**src/rtl/sram_arbiter_if.sv**
```systemverilog
// Memory handshake bundle: valid/ready with byte strobes (wstrb == 0 means read).
// The arbiter faces each requesting master through the slave modport and drives
// the SRAM through the master modport, where valid acts as the SRAM select.
interface sram_arbiter_if #(
    parameter int ADDRWIDTH = 13
);
    logic                 valid;
    logic                 ready;
    logic [3:0]           wstrb;
    logic [ADDRWIDTH-1:0] addr;
    logic [31:0]          wdata;
    logic [31:0]          rdata;

    modport master (output valid, wstrb, addr, wdata, input  ready, rdata);
    modport slave  (input  valid, wstrb, addr, wdata, output ready, rdata);
endinterface

```
**src/rtl/sram_arbiter.sv**
```systemverilog
// Round-robin arbiter sharing one single-port SRAM between two masters.
// Each access runs IDLE -> ISSUE -> WAIT -> RESP; a watchdog force-completes
// a WAIT that sees no sram ready within TIMEOUT cycles.
module sram_arbiter #(
    parameter int ADDRWIDTH = 13,
    parameter int TIMEOUT   = 15
) (
    input  logic                  clk,
    input  logic                  reset_n,
    sram_arbiter_if.slave         m0,
    sram_arbiter_if.slave         m1,
    sram_arbiter_if.master        sram,
    output logic                  timeout_err
);
    typedef enum logic [1:0] {IDLE, ISSUE, WAIT, RESP} state_e;

    // Counter is 8 bits wide; the last WAIT cycle is the one where it reads TIMEOUT-1.
    localparam logic [7:0] TMO_LAST = 8'(TIMEOUT - 1);

    state_e               state_q, state_d;
    logic                 last_q;      // 1: master 1 was granted last
    logic                 owner_q;     // master owning the current access
    logic                 tmo_q;
    logic [7:0]           cnt_q;
    logic [3:0]           wstrb_q;
    logic [ADDRWIDTH-1:0] addr_q;
    logic [31:0]          wdata_q;
    logic [31:0]          rdata0_q, rdata1_q;

    logic req, gnt1, tmo_hit;
    logic sel, rdy0, rdy1;

    // m1 wins when it is the only requester or when m0 held the last grant.
    assign req     = m0.valid | m1.valid;
    assign gnt1    = m1.valid & (~m0.valid | ~last_q);
    assign tmo_hit = ~sram.ready & (cnt_q == TMO_LAST);

    // State register
    always_ff @(posedge clk or negedge reset_n) begin
        if (!reset_n) state_q <= IDLE;
        else          state_q <= state_d;
    end

    // Next-state logic; requests are only sampled in IDLE
    always_comb begin
        state_d = state_q;
        case (state_q)
            IDLE:    if (req) state_d = ISSUE;
            ISSUE:   state_d = WAIT;
            WAIT:    if (sram.ready || tmo_hit) state_d = RESP;
            RESP:    state_d = IDLE;
            default: state_d = IDLE;
        endcase
    end

    // Outputs decoded from state: select in ISSUE, owner's ready in RESP
    always_comb begin
        sel  = 1'b0;
        rdy0 = 1'b0;
        rdy1 = 1'b0;
        case (state_q)
            ISSUE:   sel = 1'b1;
            RESP: begin
                rdy0 = ~owner_q;
                rdy1 = owner_q;
            end
            default: ;
        endcase
    end

    // Datapath: latch the granted request, run the watchdog, capture read data
    always_ff @(posedge clk or negedge reset_n) begin
        if (!reset_n) begin
            last_q   <= 1'b1;
            owner_q  <= 1'b0;
            tmo_q    <= 1'b0;
            cnt_q    <= '0;
            wstrb_q  <= '0;
            addr_q   <= '0;
            wdata_q  <= '0;
            rdata0_q <= '0;
            rdata1_q <= '0;
        end else begin
            tmo_q <= 1'b0;
            case (state_q)
                IDLE: if (req) begin
                    owner_q <= gnt1;
                    last_q  <= gnt1;
                    addr_q  <= gnt1 ? m1.addr  : m0.addr;
                    wstrb_q <= gnt1 ? m1.wstrb : m0.wstrb;
                    wdata_q <= gnt1 ? m1.wdata : m0.wdata;
                end
                ISSUE: cnt_q <= '0;
                WAIT: begin
                    if (sram.ready) begin
                        // Writes return zero rather than whatever the SRAM drives.
                        if (owner_q) rdata1_q <= (wstrb_q == 4'b0) ? sram.rdata : 32'h0;
                        else         rdata0_q <= (wstrb_q == 4'b0) ? sram.rdata : 32'h0;
                    end else if (tmo_hit) begin
                        tmo_q <= 1'b1;
                        if (owner_q) rdata1_q <= 32'hDEADBEEF;
                        else         rdata0_q <= 32'hDEADBEEF;
                    end else begin
                        cnt_q <= cnt_q + 8'd1;
                    end
                end
                default: ;
            endcase
        end
    end

    assign sram.valid  = sel;
    assign sram.addr   = addr_q;
    assign sram.wstrb  = wstrb_q;
    assign sram.wdata  = wdata_q;
    assign m0.ready    = rdy0;
    assign m1.ready    = rdy1;
    assign m0.rdata    = rdata0_q;
    assign m1.rdata    = rdata1_q;
    assign timeout_err = tmo_q;
endmodule

```
**src/flat_wrapper.sv**
```systemverilog
// flat-port wrapper written by rule: the top's interface ports become plain ports
module sram_arbiter_flat 
#(
    parameter int ADDRWIDTH = 13,
    parameter int TIMEOUT   = 15
)
  (clk, reset_n, timeout_err, m0_valid, m0_wstrb, m0_addr, m0_wdata, m0_ready, m0_rdata, m1_valid, m1_wstrb, m1_addr, m1_wdata, m1_ready, m1_rdata, sram_valid, sram_wstrb, sram_addr, sram_wdata, sram_ready, sram_rdata);
  sram_arbiter_if #(.ADDRWIDTH(ADDRWIDTH)) m0_i ();
  sram_arbiter_if #(.ADDRWIDTH(ADDRWIDTH)) m1_i ();
  sram_arbiter_if #(.ADDRWIDTH(ADDRWIDTH)) sram_i ();
  input  logic clk;
  input  logic reset_n;
  output logic timeout_err;
  input wire logic [$bits(m0_i.valid)-1:0] m0_valid;
  input wire logic [$bits(m0_i.wstrb)-1:0] m0_wstrb;
  input wire logic [$bits(m0_i.addr)-1:0] m0_addr;
  input wire logic [$bits(m0_i.wdata)-1:0] m0_wdata;
  output wire logic [$bits(m0_i.ready)-1:0] m0_ready;
  output wire logic [$bits(m0_i.rdata)-1:0] m0_rdata;
  input wire logic [$bits(m1_i.valid)-1:0] m1_valid;
  input wire logic [$bits(m1_i.wstrb)-1:0] m1_wstrb;
  input wire logic [$bits(m1_i.addr)-1:0] m1_addr;
  input wire logic [$bits(m1_i.wdata)-1:0] m1_wdata;
  output wire logic [$bits(m1_i.ready)-1:0] m1_ready;
  output wire logic [$bits(m1_i.rdata)-1:0] m1_rdata;
  output wire logic [$bits(sram_i.valid)-1:0] sram_valid;
  output wire logic [$bits(sram_i.wstrb)-1:0] sram_wstrb;
  output wire logic [$bits(sram_i.addr)-1:0] sram_addr;
  output wire logic [$bits(sram_i.wdata)-1:0] sram_wdata;
  input wire logic [$bits(sram_i.ready)-1:0] sram_ready;
  input wire logic [$bits(sram_i.rdata)-1:0] sram_rdata;
  assign m0_i.valid = m0_valid;
  assign m0_i.wstrb = m0_wstrb;
  assign m0_i.addr = m0_addr;
  assign m0_i.wdata = m0_wdata;
  assign m0_ready = m0_i.ready;
  assign m0_rdata = m0_i.rdata;
  assign m1_i.valid = m1_valid;
  assign m1_i.wstrb = m1_wstrb;
  assign m1_i.addr = m1_addr;
  assign m1_i.wdata = m1_wdata;
  assign m1_ready = m1_i.ready;
  assign m1_rdata = m1_i.rdata;
  assign sram_valid = sram_i.valid;
  assign sram_wstrb = sram_i.wstrb;
  assign sram_addr = sram_i.addr;
  assign sram_wdata = sram_i.wdata;
  assign sram_i.ready = sram_ready;
  assign sram_i.rdata = sram_rdata;
  sram_arbiter #(.ADDRWIDTH(ADDRWIDTH), .TIMEOUT(TIMEOUT)) u_core (.clk(clk), .reset_n(reset_n), .m0(m0_i), .m1(m1_i), .sram(sram_i), .timeout_err(timeout_err));
endmodule
```
**config.mk**
```make
export PLATFORM = sky130hd
export DESIGN_NAME = sram_arbiter_flat
export DESIGN_NICKNAME = d
export VERILOG_FILES = /design/src/rtl/sram_arbiter_if.sv /design/src/rtl/sram_arbiter.sv /design/src/flat_wrapper.sv
export SDC_FILE = /design/constraint.sdc
export NUM_CORES = 1
export LEC_CHECK = 0
export BUFFER_PORTS_ARGS = -buffer_cell sky130_fd_sc_hd__buf_4
export CORE_AREA = 2 2 132 134
export DETAILED_ROUTE_END_ITERATION = 10
export DIE_AREA = 0 0 134 136
export MAX_ROUTING_LAYER = met4
export PLACE_DENSITY = 0.72
export SYNTH_ARGS = -nofsm -noshare
export SYNTH_HDL_FRONTEND = slang
export SYNTH_SLANG_ARGS = --single-unit
```
**constraint.sdc**
```tcl
create_clock -name clk -period 2.5 [get_ports clk]
set_clock_uncertainty 0.15 [all_clocks]
set_input_delay 0.125 -clock clk [delete_from_list [all_inputs] [get_ports clk]]
set_output_delay 0.125 -clock clk [all_outputs]
set_load 0.01 [all_outputs]
```
==> impl_metrics.py <==
metrics = {
    "cts": {
        "post_cts.resized_instances": 0,
        "cts_tree": "built",
        "worstSkewPairLatency_ns": 0.41,
        "cts_made_buffers": 17,
        "clk_path_buf_depth": 2,
        "clk_pin_slew_worst_paths_ns": 0.06,
        "clk_root_buffer_cell": "sky130_fd_sc_hd__clkbuf_16",
        "clock_sink_count": 126,
        "ctsHtreeMaxLevel": 4,
    },
    "yosys": {
        "ys_ff_latch": 126,
        "synthesized_area_um2": 5750,
        "avgSynthCellArea_um2": 12.6,
        "synth_flop_cell": "sky130_fd_sc_hd__dfrtp_1",
        "synthesis.yosys.warnings": 0,
        "seq_area_frac_synth_pct": 54.9,
        "unique_masters_post_synth": 40,
        "number_of_synthesized_flops_with_an_enable_pin": 0,
        "async_flop_share_pct": 100,
        "syn_nets": 598,
        "synthCells": 457,
    },
    "finish": {
        "stdcell_area_um2": 9780,
        "post_route_cells_drive_above_1_share_pct": 40.9,
        "fin_nets": 984,
        "count_of_antenna_diodes_in_the_layout": 0,
        "layout_common_cells": "sky130_fd_sc_hd__buf_4, sky130_fd_sc_hd__dlygate4sd3_1, sky130_fd_sc_hd__dfrtp_1, sky130_fd_sc_hd__nand2_1, sky130_fd_sc_hd__mux2i_1",
        "area_growth_pct": 70.2,
        "most_frequent_standard_cell_in_the_layout_excluding_fill_and_tap_cells": "sky130_fd_sc_hd__buf_4",
        "finalCoreUtilization_pct": 58.0,
    },
    "outcome": {
        "outcome": "finished, final reports clean",
    },
    "placement": {
        "dp_worst_setup_slack_ns": 0.441,
        "hpwl_mm": 11.2,
        "place_congestion": 0.742,
        "placement.cell_area_um2": 7810,
        "io_buffers": 251,
    },
    "route": {
        "detail_route.wl_per_cell_um": 16.7,
        "initial_drt_pass_iterations": 4,
        "dr_total_vias": 5203,
        "drt_first_iter_violations": 181,
        "route.detailed.vias_per_inst": 4.81,
        "post_route_ant_nets": 0,
        "remaining_drc_errors": 0,
        "wl_mm": 18.1,
    },
    "critical_path": {
        "timing.critical_path.depth": 8,
        "arrival_ns": 2.29,
        "crit_path_max_incr_delay_ns": 0.57,
        "cp-start-kind": "primary input",
        "r2r_end": "u_core.sram.wdata[13]",
        "worst_path_dominant_cell_family": "buffers and inverters",
        "regToRegStartpoint": "u_core.last_q",
        "crit_path_max_fanout": 9,
        "crit_buf_inv": 5,
        "crit_type": "primary input to flop",
        "timing.reg2reg.setup_slack_ns": 0.33,
        "data_required_time_of_the_critical_path_ns": 2.58,
        "cp-end-kind": "flop",
        "worst_path_max_delay_cell": "sky130_fd_sc_hd__dlygate4sd3_1",
        "worstRegToRegCells": 6,
        "timing.critical_path.cells": "dlygate4sd3_1 > buf_4 > a21boi_4 > buf_12 > buf_4 > mux2i_1 > dlygate4sd3_1 > o21ai_0",
    },
    "floorplanning": {
        "number_of_top_level_pins": 252,
        "core.rowCount": 48,
        "fp.dieW_um": 134,
        "floorplan.core_area_um2": 16900,
        "floorplan.die_area_um2": 18200,
        "fp.dieH_um": 136,
        "initial_core_utilization_pct": 34.1,
    },
    "worst_hold_path": {
        "hold_class": "primary input to asynchronous set/reset pin",
    },
    "sta": {
        "finalSetupViolCount": 0,
        "max_slew_margin_pct": 33.8,
        "tightest_slew_ns": 0.990,
        "fin_tns_setup_ns": 0,
        "finalCritPeriodShare_pct": 88.6,
        "finalWorstPathRequiredPeriod_ns": 2.21,
        "final-hold-violation-count": 0,
        "postLayoutSetupSlackWorst_ns": 0.286,
        "rsz0062_at_grt": "no",
        "slew_viol_final": 0,
        "achievable-frequency_ghz": 0.452,
    },
    "global_routing": {
        "grt_max_degree": 56,
        "overflow": 0,
        "first_global_vias": 5517,
        "groute.usage.overall_pct": 20.5,
        "grt_first_pass_wirelength_mm": 28.2,
        "antenna_found_initial": 0,
    },
    "power_and_ir_drop": {
        "p_leak_nw": 4.63,
        "power_density_nw_per_um2": 1140,
        "power.total_mw": 11.1,
        "max-vdd-ir-drop_uv": 500,
    },
    "flow_run": {
        "maxCapViolations": 0,
    },
}
-- per-layer routing --
metal	GRT usage, %	part of all wire, %	vias up
met1	24.5	41	2510
met4	6.09	1.3	0
li1	-	-	2434
met5	-	0	-
met2	34.6	50	243
met3	4.88	7.1	16
-- state kept, by name (all words and copies together) (netlist names) --
name / flops
u_core.sram.addr: 13
u_core.timeout_err: 1
u_core.sram.wdata: 32
u_core.m0.rdata: 32
u_core.sram.wstrb: 4
u_core.cnt_q: 8
u_core.state_q: 2
u_core.owner_q: 1
u_core.last_q: 1
u_core.m1.rdata: 32
-- synth_stat cells, types with 3 or more instances --
library cell,number,share of area [%]
sky130_fd_sc_hd__o21ai_0,49,4.3
sky130_fd_sc_hd__buf_4,7,0.91
sky130_fd_sc_hd__a2bb2oi_1,9,1.4
sky130_fd_sc_hd__buf_12,4,1.4
sky130_fd_sc_hd__inv_1,3,0.20
sky130_fd_sc_hd__ha_1,6,1.3
sky130_fd_sc_hd__dfrtp_1,125,54
sky130_fd_sc_hd__clkbuf_1,9,0.59
sky130_fd_sc_hd__buf_2,10,0.87
sky130_fd_sc_hd__nand4_1,4,0.44
sky130_fd_sc_hd__mux2i_1,55,9.6
sky130_fd_sc_hd__and2_1,4,0.44
sky130_fd_sc_hd__a32o_1,16,2.8
sky130_fd_sc_hd__nand2_1,83,5.4
sky130_fd_sc_hd__a2bb2oi_2,40,10
-- stage by stage --
stage                     hold WS [ns]  cells
final                           0.0978   1081
after global routing             0.122   1081
after floorplan                 -0.321    457
after global placement        0.000188    911
after detailed placement      0.000324    911
after CTS                       0.0982   1077
-- power breakdown --
group	switching, mW	internal (mW)
clock network	0.921	1.53
registers	0.732	3.02
logic	2.23	2.68
-- timing repair --
action	in CTS	in global routing
endpoints found under the setup margin	0	2
hold endpoints to repair	190	0
hold buffers	134	0
setup buffers	0	4
-- kinds of logic after synthesis --
| group | share of synthesized area (%) |
|---|---|
| and+or+nand+nor | 8.54 |
| muxes | 9.78 |
| DFF | 54.9 |
| buffers and inverters | 4.88 |
| AOI/OAI and AO/OA | 20.6 |
| adders and majority gates | 1.31 |
-- worst max path at each step --
stage                            end         startpoint
5_1_grt        u_core.sram.wdata[13]           m0_valid
4_1_cts         u_core.sram.wdata[0]           m0_valid
6_report       u_core.sram.wdata[13]           m0_valid
3_3_place_gp      u_core.m1.rdata[1]  u_core.state_q[0]
3_5_place_dp      u_core.m1.rdata[1]  u_core.state_q[0]
2_1_floorplan     u_core.m0.rdata[0]  u_core.state_q[0]
-- layout make-up --
| type | instances | area [µm²] |
|---|---|---|
| clock buffer | 20 | 457 |
| clock inverter | 12 | 134 |
| fill | 1350 | 7100 |
| inverter | 3 | 11.3 |
| multi-input combinational | 294 | 2330 |
| sequential | 126 | 3150 |
| tap | 225 | 282 |
| timing repair buffer | 401 | 3410 |
(Power assumes the default switching activity.)
